**src/rtl/arb_mux.sv**
```systemverilog
// Round-robin N:1 arbiter feeding a single registered output slot.
// Optional packet lock (in_last/out_last) is enabled with `define ARB_MUX_LOCK_EN.
module arb_mux #(
  parameter int WIDTH = 32,
  parameter int N     = 4,
  parameter int SW    = $clog2(N)
) (
  input  logic               clk,
  input  logic               rst_n,
  input  logic [N-1:0]       in_valid,
  input  logic [N*WIDTH-1:0] in_data,
`ifdef ARB_MUX_LOCK_EN
  input  logic [N-1:0]       in_last,
  output logic               out_last,
`endif
  output logic [N-1:0]       in_ready,
  output logic               out_valid,
  output logic [WIDTH-1:0]   out_data,
  output logic [SW-1:0]      out_sel,
  input  logic               out_ready
);

  logic             out_valid_q;
  logic [WIDTH-1:0] out_data_q;
  logic [SW-1:0]    out_sel_q;
  logic [SW-1:0]    ptr_q;
  logic [SW-1:0]    ptr_d;

  logic             slot_free;
  logic [N-1:0]     cand;
  logic             gnt_found;
  logic [SW-1:0]    gnt_idx;
  logic             xfer;
  int unsigned      scan_idx;
  logic [SW-1:0]    scan_sw;

`ifdef ARB_MUX_LOCK_EN
  logic             lock_q;
  logic [SW-1:0]    lock_idx_q;
  logic             out_last_q;
`endif

  // The slot can be refilled in the same cycle the downstream consumes it.
  assign slot_free = !out_valid_q || out_ready;

  // NOTE: every signal assigned in always_comb gets a default first, so no latch is inferred.
  always_comb begin
    cand      = in_valid;
    gnt_found = 1'b0;
    gnt_idx   = '0;
    scan_idx  = 0;
    scan_sw   = '0;
`ifdef ARB_MUX_LOCK_EN
    if (lock_q) begin
      cand             = '0;
      cand[lock_idx_q] = in_valid[lock_idx_q];
    end
`endif
    for (int i = 0; i < N; i++) begin
      scan_idx = int'(ptr_q) + i;
      if (scan_idx >= N) scan_idx = scan_idx - N;
      scan_sw = SW'(scan_idx);
      if (!gnt_found && cand[scan_sw]) begin
        gnt_found = 1'b1;
        gnt_idx   = scan_sw;
      end
    end
  end

  assign in_ready = (rst_n && slot_free && gnt_found) ? (N'(1) << gnt_idx) : '0;
  assign xfer     = |(in_valid & in_ready);
  assign ptr_d    = (gnt_idx == SW'(N - 1)) ? '0 : gnt_idx + 1'b1;

  // NOTE: sequential state uses non-blocking assignments so all registers update together.
  always_ff @(posedge clk) begin
    if (!rst_n) begin
      out_valid_q <= 1'b0;
      out_data_q  <= '0;
      out_sel_q   <= '0;
      ptr_q       <= '0;
`ifdef ARB_MUX_LOCK_EN
      lock_q      <= 1'b0;
      lock_idx_q  <= '0;
      out_last_q  <= 1'b0;
`endif
    end else begin
      if (xfer) begin
        out_valid_q <= 1'b1;
        out_data_q  <= in_data[int'(gnt_idx)*WIDTH +: WIDTH];
        out_sel_q   <= gnt_idx;
`ifdef ARB_MUX_LOCK_EN
        out_last_q  <= in_last[gnt_idx];
        // Mid-packet beats keep the grant and hold the pointer.
        if (in_last[gnt_idx]) begin
          lock_q <= 1'b0;
          ptr_q  <= ptr_d;
        end else begin
          lock_q     <= 1'b1;
          lock_idx_q <= gnt_idx;
        end
`else
        ptr_q       <= ptr_d;
`endif
      end else if (out_ready) begin
        out_valid_q <= 1'b0;
      end
    end
  end

  assign out_valid = out_valid_q;
  assign out_data  = out_data_q;
  assign out_sel   = out_sel_q;
`ifdef ARB_MUX_LOCK_EN
  assign out_last  = out_last_q;
`endif

endmodule

```
**config.mk**
```make
export PLATFORM = sky130hd
export DESIGN_NAME = arb_mux
export DESIGN_NICKNAME = d
export VERILOG_FILES = /design/src/rtl/arb_mux.sv
export SDC_FILE = /design/constraint.sdc
export NUM_CORES = 1
export LEC_CHECK = 0
export CORE_ASPECT_RATIO = 1.5
export CORE_MARGIN = 2
export CORE_UTILIZATION = 36
export CTS_CLUSTER_DIAMETER = 30
export DETAILED_ROUTE_END_ITERATION = 8
export PLACE_DENSITY_LB_ADDON = 0.3
export SLEW_MARGIN = 25
export SYNTH_ARGS = -nofsm -noshare
export SYNTH_HDL_FRONTEND = slang
export SYNTH_SLANG_ARGS = --single-unit
```
**constraint.sdc**
```tcl
create_clock -name clk -period 3.5 [get_ports clk]
set_clock_uncertainty 0.05 [all_clocks]
set_input_delay 0.7 -clock clk [delete_from_list [all_inputs] [get_ports clk]]
set_output_delay 0.7 -clock clk [all_outputs]
set_load 0.02 [all_outputs]
```
* Yosys cells after proc, flatten, opt, wreduce, memory -nomap -nowiden
Index checks and enable logic that the tools add are counted.
** Cells by class
- Shift operators :: 2
- Multiplexer cells :: 24
- Bitwise operators :: 1
- $add $sub $neg :: 8
- Reductions and logical operators :: 12
- Order comparisons :: 8
- Equal/unequal tests :: 1
** Operators with widths (count)
- $shiftx 128x8->32 :: 1
- $mux 2 :: 9
- $lt 2x3->1 const B :: 4
- $mux 1 :: 10
- $ge 3x3->1 const B :: 3
- $bmux 1 s2 :: 4
- $sub 2x1->2 const B :: 4
- $add 2x2->3 const B :: 2
- $logic_and 1x1->1 :: 5
- $and 4x4->4 :: 1
- $logic_not 1->1 :: 4
- $mux 4 :: 1
- $reduce_or 4->1 :: 1
- $shl 1x2->4 const A :: 1
- $add 2x1->3 const B :: 1
- $ge 2x3->1 const B :: 1
- $add 2x1->2 const B :: 1
- $eq 2x2->1 const B :: 1
- $reduce_bool 2->1 :: 1
- $logic_or 1x1->1 :: 1
** Word-level totals
- Output and inout bits :: 39
- Input port bits :: 135
- Register bits after elaboration :: 37
- Word-level logic and storage cells :: 60

* Logic depth before layout (Yosys ltp)
- Depth after elaboration :: 19
- Depth in mapped cells :: 13
- Depth with buffers taken out :: 9

* Worst setup path after synthesis
OpenSTA, ideal clock, no wires.
- Path type :: input port to flip-flop
- Start point :: input port in_valid[0]
- End point :: register out_data_q[10], in the netlist out_data[10]
- Setup slack :: 0.361 ns
- Required time :: 3.321 ns
- Buffers on the path :: 3
- Setup time :: 0.129 ns
- Arrival :: 2.960 ns
- Cell stages on the path :: 12
- Cells stage by stage :: nor2b_4 or4b_4 buf_6 nand2_4 inv_4 buf_6 ha_1 a22oi_1 a31oi_4 nand2b_1 buf_2 o211ai_1
** On the way
- Cells in the longest elaborated chain, start to end :: 16
- Elaborated cells on any way between the ends :: 28
- Classes of those cells :: shift: 2; mux: 17; bitwise: 1; reduce/logical: 8
** RTL lines
- start, declared :: RTL line 10 : input logic [N-1:0] in_valid,
- parallel branches: the longest is 16 deep, another holds $bmux 1 s2
- end signal, assigned :: RTL line 89 : out_data_q <= in_data[int'(gnt_idx)*WIDTH +: WIDTH];
- end, declared :: RTL line 24 : logic [WIDTH-1:0] out_data_q;
Several ways; the timed one is not identified. The select of a mux whose other input is x is not followed.
A chain may end at the register's enable or synchronous reset.

* Worst setup path in the final report
- Start point :: input port in_valid[0]
- End point :: output port in_ready[2]
** On the way
- Cells in the longest elaborated chain, start to end :: 14
- Elaborated cells on any way between the ends :: 25
- Classes of those cells :: shift: 1; mux: 17; reduce/logical: 7
** RTL lines
- $bmux 1 s2 :: RTL line 63 : if (!gnt_found && cand[scan_sw]) begin
- $mux 1 (implied by the code) :: RTL line 63
- $mux 1 :: RTL line 63
- $logic_not 1->1 :: RTL line 63
- $logic_and 1x1->1 :: RTL line 63
- $mux 1 :: RTL line 63
- $logic_not 1->1 :: RTL line 63
- $logic_and 1x1->1 :: RTL line 63
- $mux 1 :: RTL line 63
- $logic_not 1->1 :: RTL line 63
- $logic_and 1x1->1 :: RTL line 63
- $mux 2 / $mux 1 (equally long branches) :: RTL line 63
- $shl 1x2->4 / $logic_and 1x1->1 (equally long branches) :: RTL line 70 : assign in_ready = (rst_n && slot_free && gnt_found) ? (N'(1) << gnt_idx) : '0;
- $mux 4 * :: RTL line 70
- end, declared :: RTL line 16 : output logic [N-1:0] in_ready,
Every way passes the cells marked *; elsewhere a longest branch is shown, timed or not. The select of a mux whose other input is x is not followed.

==> impl_metrics.py <==
metrics = {
    "status": {
        "status": "completed",
    },
    "clocking": {
        "clockRootBuffer": "clkbuf_8",
        "cts.clk_slew.worst_paths_ps": 70,
        "post_cts_buffers": 0,
        "cts_buffer_depth": 2,
        "clock_latency_ps": 280,
        "numCtsBuffers": 5,
        "cts_tree": "yes",
        "htreeDepth": 2,
        "cts_sinks": 37,
    },
    "logic_synthesis": {
        "async_reset_ff_frac": 0,
        "synth_top_cell_by_area": "dfxtp_1",
        "synth_area_per_cell_um2": 8.64,
        "syn_nets": 439,
        "synth_area_leaders": "dfxtp_1 28%, o211ai_1 18%, mux2i_1 13%",
        "yosysTopAreaCellShare": 0.284,
        "synth_area_um2": 2610,
        "yosysWarnings": 0,
        "ys_seq_area_frac": 0.284,
        "synth_cells": 302,
        "synth_edf_count": 0,
        "ys_ff_latch": 37,
        "synth_cell_type_count": 35,
        "synth_ff_type": "dfxtp_1",
    },
    "setup_path": {
        "crit_type": "primary input to output pin",
        "worstPathMaxFanout": 4,
        "endpoint_kind": "output pin",
        "start_kind": "primary input",
        "required_ps": 2750,
        "arrival_ps": 2640,
    },
    "global_route": {
        "grtUsageTotal": 0.229,
        "grt_pass1_wl_um": 14300,
        "grt_max_degree": 65,
        "grt_remaining_overflow": 0,
        "first_global_vias": 3013,
        "grt_antenna_before_repair": 0,
    },
    "final_layout": {
        "fin_nets": 603,
        "n_fill_cell": 650,
        "mostFrequentLayoutCells": "169 x clkdlybuf4s50_1, 62 x o211ai_1, 37 x dfxtp_1",
        "fin_area_um2": 4510,
        "n_antenna_cell": 0,
        "syn2layout_area_growth_pct": 72.7,
        "drive_above_1_share": 0.0707,
        "final_common_cell": "clkdlybuf4s50_1",
    },
    "pwr": {
        "ir_worst_vdd_uv": 211,
        "p_leak_uw": 0.00182,
        "powerDensity_nw_per_um2": 374,
    },
    "die": {
        "start_util": 0.366,
        "die_h_um": 108,
        "rows": 38,
        "coreArea_um2": 7130,
        "fp.dieArea_um2": 7960,
        "pin_count": 174,
        "die_x_um": 73.5,
    },
    "timing": {
        "maxSlewHeadroom": 0.632,
        "worst_slew_pin_slew_ps": 553,
        "setup_viol": 0,
        "hold_viol": 0,
        "maxSlewViolCount": 0,
        "period_share": 0.968,
        "fin_crit_ps": 3390,
        "rsz0062_at_grt": "no",
        "fmax_mhz": 295,
        "tns_ps": 0,
    },
    "hold_path": {
        "hold_class": "flop to flop",
    },
    "drt": {
        "viasPerCell": 5.59,
        "dr.pass1.iters": 4,
        "drtAntennaViolNets": 0,
        "drtIter0Drc": 126,
        "totalWireLength_um": 9280,
        "wl_per_cell_um": 17.0,
        "drc": 0,
        "via_count": 3058,
    },
    "place": {
        "place_hpwl_um": 6960,
        "place.gp.congestion": 0.806,
        "postPlaceCellArea_um2": 4410,
        "io_buffers": 173,
    },
    "run": {
        "max_cap_violations": 0,
    },
}
[routing by layer]
| metal | vias up | part of all wire | global-route usage |
|---|---|---|---|
| met1 | 1427 | 0.37 | 0.250 |
| met5 | - | 0 | 0 |
| li1 | 1483 | - | - |
| met3 | 24 | 0.054 | 0.0345 |
| met2 | 124 | 0.54 | 0.421 |
| met4 | 0 | 0.032 | 0.106 |
[logic make-up (layout without fill, tap and decap cells)]
group	Yosys count	after routing	synth area share
compound gates	108	108	0.314
fa+ha+maj	2	2	0.00959
buf+inv	38	203	0.0815
flops	37	37	0.284
mux	33	33	0.127
simple gates	84	84	0.185
[cell type report]
class	instances	area, um^2	share of cell area
Multi-Input combinational cell	227	1660	0.368
Tap cell	80	100	0.0222
Clock inverter	1	5.00	0.00111
Inverter	3	13.8	0.00305
Timing Repair Buffer	192	1890	0.420
Clock buffer	7	96.3	0.0214
Sequential cell	37	741	0.164
[power by group]
part / internal [uW] / total (uW) / leakage, uW / switching [uW]
clock: 178 / 331 / 0.0000542 / 153
combinational: 429 / 815 / 0.00146 / 386
sequential: 502 / 541 / 0.000305 / 39.2
total: 1110 / 1690 / 0.00182 / 578
[Yosys cell counts (3+ instances only)]
| cell | number |
|---|---|
| dfxtp_1 | 37 |
| nand2_1 | 6 |
| a21boi_0 | 22 |
| clkbuf_2 | 3 |
| mux2i_1 | 33 |
| and3_1 | 31 |
| nand2b_1 | 3 |
| nor2_1 | 4 |
| buf_1 | 3 |
| buf_2 | 9 |
| buf_6 | 6 |
| a21boi_1 | 10 |
| clkbuf_1 | 12 |
| o211ai_1 | 62 |
| a21oi_1 | 4 |
| nand3_1 | 32 |
[critical path: stages]
cell	delay [ps]
clkdlybuf4s50_1	450
nor2b_4	150
or4b_4	540
nand2_4	100
inv_4	50
ha_1	210
o311a_1	120
dlygate4sd2_1	320
[stage by stage]
stage | hold slack [ps] | total power (uW) | worst slack (ps) | cells | utilization
detailed placement | 419 | 1370 | -106 | 539 | 0.618
floorplan | 422 | 975 | 361 | 302 | -
finish | 437 | 1690 | 112 | 547 | 0.632
CTS | 436 | 1700 | 113 | 547 | 0.632
global placement | 401 | 1350 | -35.9 | 539 | 0.618
global route | 459 | 1780 | 39.0 | 547 | 0.632
[sequential cells by signal, indices dropped and copies added, names as in the netlist]
register,count
out_valid,1
ptr_q,2
out_data,32
out_sel,2
[path summary, 6_finish.rpt]
path,cells after the start,endpoint,slack (ps),start
worst max-delay path,8,in_ready[2],110,in_valid[0]
worst min-delay path,2,out_data[20],440,out_data[20]
worst max register to register,11,out_data[6],890,ptr_q[0]
worst min register to register,2,out_data[20],440,out_data[20]
[timing repair]
action,4_1_cts,5_1_grt
hold buffers,0,0
endpoints found under the setup margin,4,0
gates resized for setup,4,0
endpoints found under the hold margin,0,0
Note: power is estimated with default switching activity, not from simulation.
